<file path="config.mk">
export PLATFORM = sky130hd
export DESIGN_NAME = flag_gen_flat
export DESIGN_NICKNAME = d
export VERILOG_FILES = /design/src/rtl/flag_gen_if.sv /design/src/rtl/flag_gen.sv /design/src/flat_wrapper.sv
export SDC_FILE = /design/constraint.sdc
export NUM_CORES = 1
export LEC_CHECK = 0
export CAP_MARGIN = 20
export CORE_MARGIN = 2
export CORE_UTILIZATION = 55
export DETAILED_ROUTE_END_ITERATION = 8
export PLACE_DENSITY_LB_ADDON = 0.15
export SYNTH_ARGS = -nofsm -noshare
export SYNTH_HDL_FRONTEND = slang
export SYNTH_SLANG_ARGS = --single-unit
</file>
<file path="constraint.sdc">
create_clock -name clk -period 2.1 [get_ports clk]
set_input_delay 0.315 -clock clk [delete_from_list [all_inputs] [get_ports clk]]
set_output_delay 0.315 -clock clk [all_outputs]
set_load 0.005 [all_outputs]
</file>
<file path="src/rtl/flag_gen_if.sv">
// Operand/flag bundle for flag_gen: the requester drives operands and start,
// the subtractor returns busy/done and the comparison flags.
interface flag_gen_if;
    logic [31:0] a;
    logic [31:0] b;
    logic        sign;
    logic        start;
    logic        busy;
    logic        done;
    logic        result;
    logic        cout;
    logic        zero;
    logic        overflow;
    logic        sign_out;

    modport master (
        output a, b, sign, start,
        input  busy, done, result, cout, zero, overflow, sign_out
    );

    modport slave (
        input  a, b, sign, start,
        output busy, done, result, cout, zero, overflow, sign_out
    );
endinterface

</file>
<file path="src/rtl/flag_gen.sv">
// Serial LSB-first subtractor producing result/cout/zero/overflow flags.
// Define FLAG_GEN_NIBBLE_EN for a 4-bit-per-cycle datapath (default 1 bit).
module flag_gen (
    input  logic       clk,
    input  logic       reset,
    flag_gen_if.slave  bus
);

`ifdef FLAG_GEN_NIBBLE_EN
    localparam int unsigned W = 4;
`else
    localparam int unsigned W = 1;
`endif
    localparam int unsigned STEPS = 32 / W;

    typedef enum logic [1:0] {IDLE, RUN, DONE} state_t;

    state_t      state;
    logic [31:0] op_a;
    logic [31:0] op_b;
    logic        carry;
    logic        nonzero;
    logic        sign_q;
    logic [5:0]  step;

    logic [W-1:0] diff;
    logic         c_msb;
    logic         c_out;
    logic         c;
    logic         last;

    // Ripple through the W-bit slice; c_msb is the carry into the slice's top
    // bit, which on the final step is the carry into bit 31.
    always_comb begin
        c     = carry;
        diff  = '0;
        c_msb = carry;
        for (int unsigned i = 0; i < W; i++) begin
            diff[i] = op_a[i] ^ op_b[i] ^ c;
            if (i == W - 1) c_msb = c;
            c = (op_a[i] & op_b[i]) | (c & (op_a[i] ^ op_b[i]));
        end
        c_out = c;
    end

    assign last = (step == 6'(STEPS - 1));

    always_ff @(posedge clk) begin
        if (reset) begin
            state        <= IDLE;
            op_a         <= '0;
            op_b         <= '0;
            carry        <= 1'b0;
            nonzero      <= 1'b0;
            sign_q       <= 1'b0;
            step         <= '0;
            bus.busy     <= 1'b0;
            bus.done     <= 1'b0;
            bus.result   <= 1'b0;
            bus.cout     <= 1'b0;
            bus.zero     <= 1'b0;
            bus.overflow <= 1'b0;
            bus.sign_out <= 1'b0;
        end else begin
            case (state)
                IDLE: begin
                    bus.done <= 1'b0;
                    if (bus.start) begin
                        op_a     <= bus.a;
                        op_b     <= ~bus.b;
                        sign_q   <= bus.sign;
                        carry    <= 1'b1;
                        nonzero  <= 1'b0;
                        step     <= '0;
                        bus.busy <= 1'b1;
                        state    <= RUN;
                    end
                end
                RUN: begin
                    op_a    <= op_a >> W;
                    op_b    <= op_b >> W;
                    carry   <= c_out;
                    nonzero <= nonzero | (|diff);
                    if (last) begin
                        state        <= DONE;
                        bus.done     <= 1'b1;
                        bus.result   <= diff[W-1];
                        bus.cout     <= c_out;
                        bus.zero     <= ~(nonzero | (|diff));
                        bus.overflow <= c_msb ^ c_out;
                        bus.sign_out <= sign_q;
                    end else begin
                        step <= step + 6'd1;
                    end
                end
                DONE: begin
                    bus.done <= 1'b0;
                    bus.busy <= 1'b0;
                    state    <= IDLE;
                end
                default: state <= IDLE;
            endcase
        end
    end

endmodule

</file>
<file path="src/flat_wrapper.sv">
// flat-port wrapper written by rule: the top's interface ports become plain ports
module flag_gen_flat 
  (clk, reset, bus_a, bus_b, bus_sign, bus_start, bus_busy, bus_done, bus_result, bus_cout, bus_zero, bus_overflow, bus_sign_out);
  flag_gen_if bus_i ();
  input  logic clk;
  input  logic reset;
  input wire logic [$bits(bus_i.a)-1:0] bus_a;
  input wire logic [$bits(bus_i.b)-1:0] bus_b;
  input wire logic [$bits(bus_i.sign)-1:0] bus_sign;
  input wire logic [$bits(bus_i.start)-1:0] bus_start;
  output wire logic [$bits(bus_i.busy)-1:0] bus_busy;
  output wire logic [$bits(bus_i.done)-1:0] bus_done;
  output wire logic [$bits(bus_i.result)-1:0] bus_result;
  output wire logic [$bits(bus_i.cout)-1:0] bus_cout;
  output wire logic [$bits(bus_i.zero)-1:0] bus_zero;
  output wire logic [$bits(bus_i.overflow)-1:0] bus_overflow;
  output wire logic [$bits(bus_i.sign_out)-1:0] bus_sign_out;
  assign bus_i.a = bus_a;
  assign bus_i.b = bus_b;
  assign bus_i.sign = bus_sign;
  assign bus_i.start = bus_start;
  assign bus_busy = bus_i.busy;
  assign bus_done = bus_i.done;
  assign bus_result = bus_i.result;
  assign bus_cout = bus_i.cout;
  assign bus_zero = bus_i.zero;
  assign bus_overflow = bus_i.overflow;
  assign bus_sign_out = bus_i.sign_out;
  flag_gen u_core (.clk(clk), .reset(reset), .bus(bus_i));
endmodule
</file>
### After elaboration in Yosys (flattened, before gate mapping)

Index checks and enable logic that the tools add are counted.

| word-level totals | value |
|---|---|
| bits in registers | 82 |
| input bits | 68 |
| output and inout port bits | 7 |
| logic and storage cells | 59 |

| operators by class | value |
|---|---|
| $add $sub $neg | 1 |
| equality and inequality tests | 6 |
| mux-type cells | 17 |
| bitwise operators | 9 |
| reductions and logical operators | 12 |

Operators by type and width:

| kind | count |
|---|---|
| 32-bit one-hot mux with 2 select lines | 2 |
| 32-bit two-way mux | 2 |
| 32-bit inverter | 1 |
| 6-bit two-way mux | 2 |
| 6-bit one-hot mux with 2 select lines | 1 |
| 2-bit AND reduction | 6 |
| 1-bit one-hot mux with 2 select lines | 4 |
| 6-bit by 1-bit adder with 6-bit output (second input constant) | 1 |
| 6-bit by 5-bit equality test with 1-bit output (second input constant) | 1 |
| 2-bit nonzero test | 3 |
| 2-bit two-way mux | 2 |
| 2-bit inequality test (second input constant) | 2 |
| 2-bit one-hot mux with 2 select lines | 1 |
| 1-bit two-way mux | 3 |
| 3-bit AND reduction | 1 |
| 1-bit bitwise XOR | 3 |
| 1-bit AND | 2 |
| 2-bit by 1-bit equality test with 1-bit output (second input constant) | 1 |
| 2-bit equality test (second input constant) | 1 |
| 2-bit logical NOT | 1 |
| 2-bit by 1-bit inequality test with 1-bit output (second input constant) | 1 |
| 1-bit bitwise OR | 2 |
| 2-bit OR reduction | 1 |
| 1-bit inverter | 1 |

### Depth between registers and ports, before layout

| depth | value |
|---|---|
| depth in word-level cells | 4 |
| depth in mapped cells | 6 |
| gate-level depth less buffers | 4 |

### Least setup slack after synthesis

No wires, ideal clock.

| timing path | value |
|---|---|
| kind | register to register |
| from | reg u_core.carry (netlist: u_core.c_msb) |
| to | reg u_core.bus.zero |
| library setup time | 123 ps |
| arrival time | 1,202 ps |
| data required time | 1,977 ps |
| path slack | 774 ps |
| cell stages (with the launch flop) | 4 |
| buffers on the path | 0 |
| clock period less this slack | 1,326 ps |
| cell sequence | dfxtp_1 fa_1 nor3_1 mux2_1 |

| between the ends | value |
|---|---|
| longest elaborated chain between the ends | 3 |

RTL lines:

| item | RTL line | source |
|---|---|---|
| start, declared | flag_gen.sv:21 | `logic carry;` |
| start signal, assigned | flag_gen.sv:82 | `carry <= c_out;` |
| 1-bit bitwise XOR | flag_gen.sv:39 | `diff[i] = op_a[i] ^ op_b[i] ^ c;` |
| via u_core.diff | flag_gen.sv:26 | `logic [W-1:0] diff;` |
| 1-bit bitwise OR | flag_gen.sv:89 | `bus.zero <= ~(nonzero \| (\|diff));` |
| 1-bit inverter | flag_gen.sv:89 |  |
| end signal, assigned | flag_gen.sv:89 |  |
| end, declared | flag_gen_if.sv:23 | `output busy, done, result, cout, zero, overflow, sign_out` |

The timed path passes the listed nets, and every way through them passes these cells.
A chain may end at the register's enable or synchronous reset.

### Worst setup path after layout

| timing path | value |
|---|---|
| from | reg u_core.state[0] |
| to | reg u_core.step[2] |

| between the ends | value |
|---|---|
| longest elaborated chain between the ends | 3 |
| elaborated cells between the ends (all ways) | 7 |
| those cells by class | eq/ne (3); mux (1); reduce/logical (3) |

RTL lines:

| item | RTL line | source |
|---|---|---|
| start, declared | flag_gen.sv:18 | `state_t state;` |
| start signal, assigned | flag_gen.sv:50 | `state <= IDLE;` |
| start signal, assigned | flag_gen.sv:76 | `state <= RUN;` |
| start signal, assigned | flag_gen.sv:85 | `state <= DONE;` |
| 2-bit by 1-bit equality test with 1-bit output / 2-bit logical NOT (equally long branches) | flag_gen.sv:65 | `case (state)` |
| 2-bit inequality test (no line) / 2-bit nonzero test (equally long branches) | n/a |  |
| 3-bit AND reduction (no line) | n/a |  |
| end signal, assigned | flag_gen.sv:93 | `step <= step + 6'd1;` |
| end, declared | flag_gen.sv:24 | `logic [5:0] step;` |

Several ways; a longest one is shown, not always the timed one.

==> results <==
- STA classifies the critical path startpoint as a flip-flop.
- The global-route wire length before repair is between 15000 and 20000 um.
- Data on the critical path arrives at its endpoint at ~2 ns.
- The die covers 8690 um2.
- Per report_power, the clock group accounts for 33.6% of the total.
- At the end of routability-driven placement, the weighted congestion stood at 0.765.
- The count of nets left with antenna violations once routing finished came out at 0.
- The kind of end point of the critical path is a flip-flop.
- The minimum period implied by the final worst setup slack is 1.70 ns.
- The flow ran to the end, and the final reports show no timing, DRC or antenna violations.
- The multi-input logic area is 2430 um2.
- From synthesis to final layout, the design area changed by 20.8%.
- The clock insertion delay at the later pin of the skew report is between 0.3 and 0.4 ns.
- The worst-case vdd ir drop is 0.345 mV.
- Buffers inserted to repair hold after CTS numbered 0.
- Adding up every negative setup slack in the final design gives 0 ns.
- The TritonCTS clock tree is built.
- After detailed placement, the total cell area comes to 5070 um2.
- The final routed wirelength across all metal layers is 9390 um.
- The cell count of the worst reg-to-reg path is 3.
- Across all layers, the routed design uses 3674 vias.
- The required time of the critical path is roughly 2.4 ns.
- The maximum count of clock buffers along a single path is 2.
- The number of post-CTS setup repair buffers is 0.
- The gate count after technology mapping is 519.
- Setup repair after global routing left no endpoint under its margin.
- Counting flops and latches in the post-synthesis netlist gives 82.
- The launching element of the worst setup path is u_core.state[0].
- The first-iteration detailed-routing DRC count is between 100 and 150.
- The floorplan has 32 rows.
- The post-synthesis cell area is 4380 um2.
- The layout net count is 636.
- The number of buffers created by CTS is 9.
- The worst register-to-register path begins at u_core.state[0].
- The maximum number of pins on one net before global-route repair is 51.
- The average size of a mapped cell is approximately 8.4 um2.
- The height of the die is 93.2 um.
- Timing would allow up to 0.589 GHz.
- The number of pins with negative max-slew slack in the final report came to 0.
- The critical setup path kind is flip-flop to flip-flop.
- The CTS clock-pin slew for the worst setup and hold paths is 0.08 ns.
- The internal portion of the total power is 2.68 mW.
- Dividing the detail-routed via count by the number of cells gives around 5.5.
- The sequential power share is 48.4%.
- Setup slack on the critical path of the routed design comes to 0.402 ns.
- The distinct cell type count of the synthesized netlist is 46.
- Synthesis produced a netlist with a net count of 589.
- The repair_antennas step left the layout with diodes totalling 0.
- The switching power is 0.925 mW.
- In this run the critical register-to-register path is captured at u_core.step[2].
- The highest layer touched by signal routing is met4.
- The flip-flop and latch area is 1650 um2.
- The final-report hold violation count is 0.
- Of all nets on the critical path, the largest fanout is between 40 and 50.
- The total met3 wirelength after detailed routing is 318 um.
- The most critical setup path has its endpoint at u_core.step[2].
- The total overflow left after global routing is 0.
- The ratio of total power to cell area is 682 nW/um2.
- The total I/O pin count is 75.
- In the routed design, unresolved DRC markers number 0.
- After routing the design area is between 5000 and 6000 um2.
- The tightest hold path in the finished design has a slack of 0.400 ns.
- The sequential fraction of the synthesis area is around 37%.
- The number of input and output port buffers inserted is 74.
- The floorplan die width is 93.2 um.
- The yosys synthesis warning count is 0.
- Once detailed placement completed, the half-perimeter wirelength came to 6040 um.
- The path category of the worst min-delay check is input pin to flip-flop.
- The relative slew slack is 61.1%.
- The minimum setup slack among reg-to-reg paths is 0.40 ns.
- Counting the fill cells in the layout gives 678.
- The tree built by TritonCTS fans out to 82 sinks.
- The number of global-route vias before repair is around 3.4k.
- The met2 wire length is roughly 4500 um.
- The post-CTS resize count is 0.
- The final critical-path share of the clock period is roughly four fifths.
- The global-route usage over all layers is 22.0%.
- The slew of the pin with the lowest slew margin is 0.583 ns.
- The final setup violation count is 0.
- The initial utilization of the core area, before any placement, comes to around 57%.
- Combinational logic burns 18.0% of the power.
- The worst setup skew after layout is 0.00769 ns.
- The switching share of power is 25.6%.
- The total number of H-tree levels is 3.
- The share of post-route cells with drive strength above 1 is 11.7%.
- The number of iterations in the first detailed-routing pass is 6.
- The max-capacitance violation count is 0.
- The length of routed wiring on met1 is 4440 um.
- The placeable core region is 7730 um2.
- The wire length per cell is 14.0 um.
- The number of antenna violations at the first check in global routing is 0.
- Before CTS, the worst setup slack after placement is 0.373 ns.
- Clock tree synthesis selected as its root buffer the cell sky130_fd_sc_hd__clkbuf_8.
- The leakage dissipation is 1.96 nW.
==> cell usage in the layout (no fill, tap or decap), types with 2 or more instances in the layout <==
master	netlist	routed
sky130_fd_sc_hd__nor3_2	27	27
sky130_fd_sc_hd__clkbuf_1	14	2
sky130_fd_sc_hd__nor2b_1	3	3
sky130_fd_sc_hd__buf_4	10	12
sky130_fd_sc_hd__a211oi_1	2	2
sky130_fd_sc_hd__or3b_1	31	31
sky130_fd_sc_hd__o31ai_1	3	3
sky130_fd_sc_hd__nand2b_1	68	68
sky130_fd_sc_hd__nand3b_1	33	33
sky130_fd_sc_hd__a311oi_2	2	2
sky130_fd_sc_hd__o21ai_0	2	2
sky130_fd_sc_hd__o32ai_1	2	2
sky130_fd_sc_hd__nand4_1	3	3
sky130_fd_sc_hd__nor2_1	68	68
sky130_fd_sc_hd__nor3_1	38	38
sky130_fd_sc_hd__clkinvlp_4	0	2
sky130_fd_sc_hd__nand2_1	5	5
sky130_fd_sc_hd__dfxtp_1	82	80
sky130_fd_sc_hd__nand3_1	3	3
sky130_fd_sc_hd__a21oi_1	70	70
sky130_fd_sc_hd__mux2i_1	2	2
sky130_fd_sc_hd__buf_12	0	2
sky130_fd_sc_hd__xor2_1	2	2
sky130_fd_sc_hd__inv_1	2	2
sky130_fd_sc_hd__clkdlybuf4s50_1	0	72
sky130_fd_sc_hd__clkbuf_8	0	10
==> power by group through the flow <==
stage	registers (mW)	logic [mW]	clock network [mW]
CTS	1.75	0.657	1.24
global route	1.76	0.723	1.31
global placement	1.78	0.634	0
floorplan	1.75	0.479	0
detailed placement	1.78	0.653	0
finish	1.75	0.650	1.21
==> cell families (layout without fill, tap and decap cells) <==
kind of cell | Yosys count | after routing | synth area share, %
buffers and inverters | 54 | 106 | 6.94
adder cells (fa/ha/maj) | 2 | 2 | 0.743
XOR/XNOR | 3 | 3 | 0.600
AND/OR/NAND/NOR | 285 | 285 | 41.1
AO/OA/AOI/OAI | 90 | 90 | 12.4
multiplexers | 3 | 3 | 0.714
flip-flops | 82 | 82 | 37.5
==> metal layers <==
layer / global-route usage, % / vias up
met5: 0 / -
met4: 8.46 / 0
met3: 2.74 / 11
met2: 35.7 / 63
met1: 29.9 / 1727
li1: - / 1873
==> per-stage QoR <==
step	utilization, %	total power [mW]	instances
finish	68.4	3.61	673
global route	68.4	3.80	673
CTS	68.4	3.64	673
detailed placement	65.7	2.43	657
global placement	65.7	2.41	657
floorplan	-	2.23	519
==> sequential cells by signal (all words and copies together), names as in the netlist, 2 cells and up <==
| name | count |
|---|---|
| u_core.op_a | 32 |
| u_core.op_b | 32 |
| u_core.state | 2 |
| u_core.step | 6 |
==> worst max-delay path, stage by stage, from the launching register on <==
cell and delay [ns]:
sky130_fd_sc_hd__dfxtp_4 0.65, sky130_fd_sc_hd__nor2b_1 0.55, sky130_fd_sc_hd__a21oi_1 0.18, sky130_fd_sc_hd__a311oi_2 0.24
==> cells in the mapped netlist, drive strengths merged <==
cell type	instances	share of area [%]
a211oi	2	0.34
a21oi	70	8.0
a22oi	1	0.17
a311oi	2	0.69
a31o	1	0.20
a31oi	2	0.63
and4	1	0.20
and4b	1	0.23
buf	35	5.3
clkbuf	16	1.4
dfxtp	82	37
fa	1	0.46
ha	1	0.29
inv	3	0.26
mux2	1	0.26
mux2i	2	0.46
nand2	5	0.43
nand2b	68	9.7
nand3	3	0.34
nand3b	33	5.7
nand4	3	0.43
nand4b	1	0.34
nor2	68	5.8
nor2b	3	0.43
nor3	65	11
nor3b	1	0.43
nor4	1	0.14
nor4b	1	0.20
o21ai	3	0.34
o21ba	1	0.37
o21bai	1	0.26
o311ai	1	0.20
o31ai	4	0.80
o32ai	2	0.40
or3b	31	6.2
xnor2	1	0.20
xor2	2	0.40
==> worst min-delay path by stage <==
stage                    startpoint         endpoint  slack [ns]  depth (start not counted)
floorplan           u_core.op_b[31]  u_core.op_b[31]        0.43                          2
global placement    u_core.op_b[31]  u_core.op_b[31]        0.44                          2
detailed placement  u_core.op_b[31]  u_core.op_b[31]        0.44                          2
CTS                           reset  u_core.state[1]        0.40                          2
global route                  reset  u_core.state[1]        0.44                          2
finish                        reset  u_core.state[1]        0.40                          2
==> area by class of cell <==
cell class / count / area share [%]
tap: 102 / 2.41
timing repair buffer: 87 / 16.2
inverter: 3 / 0.213
sequential: 82 / 31.1
clock buffer: 13 / 3.22
multi-input combinational: 383 / 46.0
clock inverter: 3 / 0.852
Power figures use the tool's default switching activity.
